===== src/rtl/ram_bist_pkg.sv =====
// ram_bist_pkg: state encoding, March element ids and per-element selects
// shared by the RAM BIST controller and its address generator.
package ram_bist_pkg;

  typedef enum logic [3:0] {
    S_IDLE,
    S_M0_W,
    S_M1_R,
    S_M1_WT,
    S_M1_W,
    S_M2_R,
    S_M2_WT,
    S_M2_W,
    S_M3_R,
    S_M3_WT,
    S_DONE
  } state_t;

  typedef enum logic [1:0] {
    EL_M0,
    EL_M1,
    EL_M2,
    EL_M3
  } elem_t;

  // Map an FSM state onto the March element it belongs to.
  function automatic elem_t state_elem(input state_t s);
    case (s)
      S_M1_R, S_M1_WT, S_M1_W: return EL_M1;
      S_M2_R, S_M2_WT, S_M2_W: return EL_M2;
      S_M3_R, S_M3_WT:         return EL_M3;
      default:                 return EL_M0;
    endcase
  endfunction

  // M2 and M3 walk the address space downwards.
  function automatic logic elem_down(input elem_t e);
    return (e == EL_M2) || (e == EL_M3);
  endfunction

  // Only M2 expects to read back the inverted background.
  function automatic logic elem_exp_inv(input elem_t e);
    return (e == EL_M2);
  endfunction

  // Only M1 writes the inverted background.
  function automatic logic elem_wr_inv(input elem_t e);
    return (e == EL_M1);
  endfunction

endpackage


===== src/rtl/ram_bist_addr_gen.sv =====
// ram_bist_addr_gen: up/down address counter with load-0 / load-max and a
// terminal-count flag for the current direction.
module ram_bist_addr_gen #(
  parameter int ADDR_W = 4
) (
  input  logic              clk,
  input  logic              rst,
  input  logic              load_zero,
  input  logic              load_max,
  input  logic              step,
  input  logic              dir_down,
  output logic [ADDR_W-1:0] addr,
  output logic              tc
);

  localparam logic [ADDR_W-1:0] ONE = {{(ADDR_W-1){1'b0}}, 1'b1};

  logic [ADDR_W-1:0] addr_q, addr_d;

  // Next address: loads take priority over stepping.
  always_comb begin
    addr_d = addr_q;
    if (load_zero)      addr_d = '0;
    else if (load_max)  addr_d = '1;
    else if (step)      addr_d = dir_down ? (addr_q - ONE) : (addr_q + ONE);
  end

  // Address register; reset to 0 so the RAM address port reads 0 after rst.
  always_ff @(posedge clk) begin
    if (rst) addr_q <= '0;
    else     addr_q <= addr_d;
  end

  assign addr = addr_q;
  assign tc   = dir_down ? (addr_q == '0) : (addr_q == '1);

endmodule


===== src/rtl/ram_bist_ctrl.sv =====
// ram_bist_ctrl: March C- style self-test controller driving a single-port RAM.
// M0 up w(P); M1 up r(P),w(~P); M2 down r(~P),w(P); M3 down r(P).
// Build macro BIST_ERR_COUNT_EN: keep running after mismatches and report a
// saturating mismatch count on err_cnt; otherwise stop at the first mismatch.
module ram_bist_ctrl
  import ram_bist_pkg::*;
#(
  parameter int                ADDR_W   = 4,
  parameter int                DATA_W   = 8,
  parameter int                READ_LAT = 1,
  parameter logic [DATA_W-1:0] PATTERN  = 8'h55
`ifdef BIST_ERR_COUNT_EN
  ,
  parameter int                ERR_W    = 8
`endif
) (
  input  logic              clk,
  input  logic              rst,
  input  logic              start,
  output logic              busy,
  output logic              done,
  output logic              pass,
  output logic [ADDR_W-1:0] fail_addr,
  output logic [DATA_W-1:0] fail_data,
  output logic              ram_we,
  output logic [ADDR_W-1:0] ram_addr,
  output logic [DATA_W-1:0] ram_din,
  input  logic [DATA_W-1:0] ram_dout
`ifdef BIST_ERR_COUNT_EN
  ,
  output logic [ERR_W-1:0]  err_cnt
`endif
);

  localparam logic [2:0] WT_LAST = 3'(READ_LAT - 1);

  state_t            state_q, state_d;
  logic [2:0]        wt_q, wt_d;
  logic              busy_q, busy_d;
  logic              done_q, done_d;
  logic              pass_q, pass_d;
  logic              fail_seen_q, fail_seen_d;
  logic [ADDR_W-1:0] fail_addr_q, fail_addr_d;
  logic [DATA_W-1:0] fail_data_q, fail_data_d;
  logic              ram_we_q, ram_we_d;
  logic [DATA_W-1:0] ram_din_q, ram_din_d;
`ifdef BIST_ERR_COUNT_EN
  localparam logic [ERR_W-1:0] ERR_ONE = {{(ERR_W-1){1'b0}}, 1'b1};
  logic [ERR_W-1:0]  err_cnt_q, err_cnt_d;
`endif

  logic              ag_load_zero, ag_load_max, ag_step, ag_tc;
  logic [ADDR_W-1:0] ag_addr;
  elem_t             cur_el;
  logic [DATA_W-1:0] exp_val;
  logic              rd_last, mismatch;

  assign cur_el   = state_elem(state_q);
  assign exp_val  = elem_exp_inv(cur_el) ? ~PATTERN : PATTERN;
  // ram_dout is only meaningful in the last wait cycle of a read.
  assign rd_last  = (state_q inside {S_M1_WT, S_M2_WT, S_M3_WT}) && (wt_q == WT_LAST);
  assign mismatch = rd_last && (ram_dout != exp_val);

  ram_bist_addr_gen #(.ADDR_W(ADDR_W)) u_addr_gen (
    .clk       (clk),
    .rst       (rst),
    .load_zero (ag_load_zero),
    .load_max  (ag_load_max),
    .step      (ag_step),
    .dir_down  (elem_down(cur_el)),
    .addr      (ag_addr),
    .tc        (ag_tc)
  );

  // Next state, address-generator control, result capture and the registered
  // RAM/status outputs, all derived from the state being entered.
  always_comb begin
    state_d      = state_q;
    wt_d         = wt_q;
    pass_d       = pass_q;
    fail_seen_d  = fail_seen_q;
    fail_addr_d  = fail_addr_q;
    fail_data_d  = fail_data_q;
    ag_load_zero = 1'b0;
    ag_load_max  = 1'b0;
    ag_step      = 1'b0;
`ifdef BIST_ERR_COUNT_EN
    err_cnt_d    = err_cnt_q;
`endif

    case (state_q)
      S_IDLE, S_DONE: begin
        if (start) begin
          state_d      = S_M0_W;
          ag_load_zero = 1'b1;
          pass_d       = 1'b0;
          fail_seen_d  = 1'b0;
          fail_addr_d  = '0;
          fail_data_d  = '0;
`ifdef BIST_ERR_COUNT_EN
          err_cnt_d    = '0;
`endif
        end
      end
      S_M0_W: begin
        if (ag_tc) begin
          state_d      = S_M1_R;
          ag_load_zero = 1'b1;
        end else begin
          ag_step = 1'b1;
        end
      end
      S_M1_R: begin
        state_d = S_M1_WT;
        wt_d    = '0;
      end
      S_M1_WT: begin
        if (rd_last) state_d = S_M1_W;
        else         wt_d    = wt_q + 3'd1;
      end
      S_M1_W: begin
        if (ag_tc) begin
          state_d     = S_M2_R;
          ag_load_max = 1'b1;
        end else begin
          state_d = S_M1_R;
          ag_step = 1'b1;
        end
      end
      S_M2_R: begin
        state_d = S_M2_WT;
        wt_d    = '0;
      end
      S_M2_WT: begin
        if (rd_last) state_d = S_M2_W;
        else         wt_d    = wt_q + 3'd1;
      end
      S_M2_W: begin
        if (ag_tc) begin
          state_d     = S_M3_R;
          ag_load_max = 1'b1;
        end else begin
          state_d = S_M2_R;
          ag_step = 1'b1;
        end
      end
      S_M3_R: begin
        state_d = S_M3_WT;
        wt_d    = '0;
      end
      S_M3_WT: begin
        if (rd_last) begin
          if (ag_tc) begin
            state_d = S_DONE;
          end else begin
            state_d = S_M3_R;
            ag_step = 1'b1;
          end
        end else begin
          wt_d = wt_q + 3'd1;
        end
      end
      default: state_d = S_IDLE;
    endcase

    // Only the first mismatch is recorded in fail_addr/fail_data.
    if (mismatch) begin
      if (!fail_seen_q) begin
        fail_addr_d = ag_addr;
        fail_data_d = ram_dout;
      end
      fail_seen_d = 1'b1;
`ifdef BIST_ERR_COUNT_EN
      if (err_cnt_q != '1) err_cnt_d = err_cnt_q + ERR_ONE;
`else
      state_d     = S_DONE;
      ag_step     = 1'b0;
      ag_load_max = 1'b0;
`endif
    end

    if ((state_d == S_DONE) && (state_q != S_DONE)) pass_d = !fail_seen_d;

    busy_d    = !(state_d inside {S_IDLE, S_DONE});
    done_d    = (state_d == S_DONE);
    ram_we_d  = (state_d inside {S_M0_W, S_M1_W, S_M2_W});
    ram_din_d = '0;
    if (ram_we_d) ram_din_d = elem_wr_inv(state_elem(state_d)) ? ~PATTERN : PATTERN;
  end

  // Single state/output register; reset forces IDLE and every output low.
  always_ff @(posedge clk) begin
    if (rst) begin
      state_q     <= S_IDLE;
      wt_q        <= '0;
      busy_q      <= 1'b0;
      done_q      <= 1'b0;
      pass_q      <= 1'b0;
      fail_seen_q <= 1'b0;
      fail_addr_q <= '0;
      fail_data_q <= '0;
      ram_we_q    <= 1'b0;
      ram_din_q   <= '0;
`ifdef BIST_ERR_COUNT_EN
      err_cnt_q   <= '0;
`endif
    end else begin
      state_q     <= state_d;
      wt_q        <= wt_d;
      busy_q      <= busy_d;
      done_q      <= done_d;
      pass_q      <= pass_d;
      fail_seen_q <= fail_seen_d;
      fail_addr_q <= fail_addr_d;
      fail_data_q <= fail_data_d;
      ram_we_q    <= ram_we_d;
      ram_din_q   <= ram_din_d;
`ifdef BIST_ERR_COUNT_EN
      err_cnt_q   <= err_cnt_d;
`endif
    end
  end

  assign busy      = busy_q;
  assign done      = done_q;
  assign pass      = pass_q;
  assign fail_addr = fail_addr_q;
  assign fail_data = fail_data_q;
  assign ram_we    = ram_we_q;
  assign ram_addr  = ag_addr;
  assign ram_din   = ram_din_q;
`ifdef BIST_ERR_COUNT_EN
  assign err_cnt   = err_cnt_q;
`endif

endmodule

===== config.mk =====
export PLATFORM = sky130hd
export DESIGN_NAME = ram_bist_ctrl
export DESIGN_NICKNAME = d
export VERILOG_FILES = /design/src/rtl/ram_bist_pkg.sv /design/src/rtl/ram_bist_addr_gen.sv /design/src/rtl/ram_bist_ctrl.sv
export SDC_FILE = /design/constraint.sdc
export NUM_CORES = 1
export LEC_CHECK = 0
export CORE_MARGIN = 2
export CORE_UTILIZATION = 50
export DETAILED_ROUTE_END_ITERATION = 10
export GPL_TIMING_DRIVEN = 0
export PLACE_DENSITY_LB_ADDON = 0.05
export REMOVE_ABC_BUFFERS = 1
export SLEW_MARGIN = 20
export SYNTH_ARGS = -nofsm -noshare
export SYNTH_HDL_FRONTEND = slang
export SYNTH_SLANG_ARGS = --single-unit

===== constraint.sdc =====
create_clock -name clk -period 2.5 [get_ports clk]
set_input_delay 0.25 -clock clk [delete_from_list [all_inputs] [get_ports clk]]
set_output_delay 0.25 -clock clk [all_outputs]
set_load 0.01 [all_outputs]

==> results of run 1 <==
==> per-layer routing <==
layer / vias to the layer above / GRT usage, % / routed length, µm
met5: - / 0 / 0
met4: 0 / 5.851 / 20
met3: 4 / 7.394 / 205
met2: 48 / 35.03 / 2082
met1: 796 / 26.36 / 1859
li1: 825 / - / -
==> repair_timing <==
item,in CTS,in global routing
setup endpoints to repair,23,17
pin swaps,1,0
buffers inserted,2,1
hold endpoints to repair,0,0
resized for setup,3,6
==> synthesized netlist by cell type, drive strengths merged (2+ instances only) <==
library cell / n
dfxtp: 32
a21oi: 20
nor2: 19
nand2: 16
nand3: 16
buf: 11
nand2b: 11
clkbuf: 8
o21ai: 6
nor3: 5
ha: 4
inv: 4
mux2i: 4
nor2b: 4
nor4: 4
a211oi: 3
a21o: 3
a311oi: 3
o21a: 3
o22ai: 3
or2: 3
or4: 3
xor2: 3
and3: 2
nand3b: 2
nand4bb: 2
nor4bb: 2
o31ai: 2
xnor2: 2
==> logic make-up after synthesis <==
| family | after synthesis | share of synthesized area [%] |
|---|---|---|
| and+or+nand+nor | 94 | 29.05 |
| AOI/OAI and AO/OA | 51 | 18.74 |
| DFF | 32 | 35.41 |
| buffers and inverters | 23 | 6.293 |
| xor gates and xnor gates | 5 | 2.421 |
| muxes | 5 | 4.218 |
| adders and majority gates | 5 | 3.873 |
==> sequential cells by signal (all words and copies together) (netlist names), 2 cells and up <==
register and count:
cur_el 2, fail_addr 4, fail_data 8, ram_din 2, state_q 4, u_addr_gen.addr 4, wt_q 3
==> report_power, final <==
group | total [mW] | switching (mW) | internal [mW]
registers | 0.541 | 0.0196 | 0.521
logic | 0.135 | 0.0641 | 0.0709
clock network | 0.395 | 0.186 | 0.210
total | 1.07 | 0.269 | 0.802
==> per-stage QoR <==
| step | cell area [µm²] | setup WS (ps) |
|---|---|---|
| 3_3_place_gp | 2148 | -884.2 |
| 5_1_grt | 2303 | -19.26 |
| 3_5_place_dp | 2167 | -569.2 |
| 6_report | 2303 | 150.6 |
| 4_1_cts | 2273 | 52.26 |
| 2_1_floorplan | 1710 | -263.7 |
==> layout make-up <==
| cell class | instances | area (µm²) |
|---|---|---|
| clock inverter | 2 | 35.03 |
| fill | 293 | 1112 |
| sequential | 32 | 644.4 |
| multi-input combinational | 160 | 1100 |
| inverter | 4 | 15.01 |
| tap | 46 | 57.56 |
| clock buffer | 6 | 41.29 |
| timing repair buffer | 42 | 410.4 |
==> tightest hold or removal path: stages (launching register included) <==
cell and delay [ps]:
dfxtp_1 320, nand3_1 60, a21oi_1 50
==> placed cells by master, fill, tap and decap left out, types with 2 or more instances in the layout <==
master,n
clkdlybuf4s50_1,38
dfxtp_1,29
a21oi_1,19
nor2_1,19
nand3_1,16
nand2_1,16
nand2b_1,11
o21ai_0,5
clkbuf_4,5
inv_1,4
nor3_1,4
ha_1,4
buf_4,4
nor2b_1,3
xor2_1,3
or4_1,3
o21a_1,3
o22ai_1,3
a211oi_1,3
a311oi_1,3
a21o_1,3
dfxtp_2,3
nor4_4,2
mux2i_4,2
nand4bb_1,2
nor4bb_1,2
and3_1,2
or2_2,2
mux2i_1,2
xnor2_1,2
nand3b_1,2
==> worst max-delay path by stage <==
| stage | end | slack [ps] | depth (start not counted) |
|---|---|---|---|
| after floorplan | ram_we | -260 | 8 |
| after global placement | ram_we | -880 | 8 |
| after detailed placement | ram_we | -570 | 8 |
| after CTS | fail_addr[1] | 50 | 9 |
| after global routing | fail_addr[1] | -20 | 9 |
| final | fail_addr[1] | 150 | 9 |
==> out/qor.yml, run 1 <==
crit_required_ps: 2670
netlist_area_um2: 1809
dp_cells: 281
cts.htree.levels: 2
cts.sinks: 32
hold_depth: 2
final_util_pct: 67.44
die_x_um: 64.16
drv_slew: 0
diodes: 0
grt_pass1_wl_um: 6879
ctsHoldBuffers: 0
worstPathArrival_ps: 2520
hold_class: "reg -> reg"
cts_tree: "built"
routed_wl_um: 4167
port_buffers: 38
fp.dieH_um: 64.16
ys_top_cells_by_area: "dfxtp_1, a21oi_1, nand3_1"
cp_cell_sequence: "inv_1, ha_1, nor2b_4, o31ai_2, nor3_4, buf_4, or2b_1, nand3_1, a21oi_1"
globalplace.congestion: 0.7605
critPathTopFamily: "simple AND/OR/NAND/NOR gates"
critPathKind: "reg -> reg"
post-route-period-util_pct: 93.98
hold-worst-slack_ps: 473.0
clock_latency_ps: 340
cts_root_buf: "clkbuf_4"
critical_path_buf_inv_count: 2
antenna_found_initial: 0
worstPathMaxFanout: 12
nets: 261
grt_pass1_vias: 1532
synth-async-reset-ratio_pct: 0
slew_headroom_pct: 35.10
grt_usage_pct: 21.25
run_status: "completed"
yosys_register_bits: 32
post_drt_wl_per_cell_um: 14.27
dieArea_um2: 4116
synth-seq-area-share_pct: 35.41
setup-violations-final: 0
hpwl_um: 2865
avgViaCountPerCell: 5.729
p_per_area_nw_per_um2: 464.9
drtAntennaViolNets: 0
r2r_end: "fail_addr[1]"
start_util_pct: 52.97
ys_warn_count: 0
ys.flop_type: "dfxtp_1"
fin_total_pwr_mw: 1.071
slowest_stage: "or2b_1"
yosys.area.top_type_share_pct: 35.41
drtPass1Iterations: 4
synth.largest_area_cell: "dfxtp_1"
core_region_area_um2: 3416
cellLeakagePower_nw: 0.8356
cts_buffers: 5
row_count: 21
reg2regPathDepth: 9
ios: 39
drt_iter0_drc: 107
hold_end: "fail_data[2]"
syn_inst: 215
max_stage_delay_ps: 400
instances_no_fill: 292
vdd.ir_drop.worst_mv: 0.2938
period_minus_slack_ps: 2349
drc: 0
clkTransAtPathRegs_ps: 110
tightest_slew_ps: 970.4
r2r_slack_ps: 150
synth.avg_cell_area_um2: 8.415
cp-end-kind: "flop"
setup-tns-final_ps: 0
cp-start-kind: "flop"
skew_ps: 13.87
final_layout_size_suffix_gt1_share_pct: 11.79
reg2reg_from: "wt_q[0]"
cts_buffer_depth: 2
vias: 1673
final-hold-violation-count: 0
critPathLaunch: "wt_q[0]"
grt_max_degree: 28
synth_cell_type_count: 52
hp-start: "fail_data[2]"
areaGrowthSynthToFinish_pct: 27.32
fmaxAchievable_ghz: 0.4256
max_cap_viol_count: 0
gr-total-overflow: 0
synth_edf_count: 0
Power figures use the tool's default switching activity.
==> run 2: changes to the inputs <==
--- a/config.mk
+++ b/config.mk
@@ -9,6 +9,7 @@
 export CORE_UTILIZATION = 50
 export DETAILED_ROUTE_END_ITERATION = 10
 export GPL_TIMING_DRIVEN = 0
+export HOLD_SLACK_MARGIN = 0.06
 export PLACE_DENSITY_LB_ADDON = 0.05
 export REMOVE_ABC_BUFFERS = 1
 export SLEW_MARGIN = 20
==> results of run 2 <==
Same layout as run 1: the final DEF is identical, and so are final timing and power.
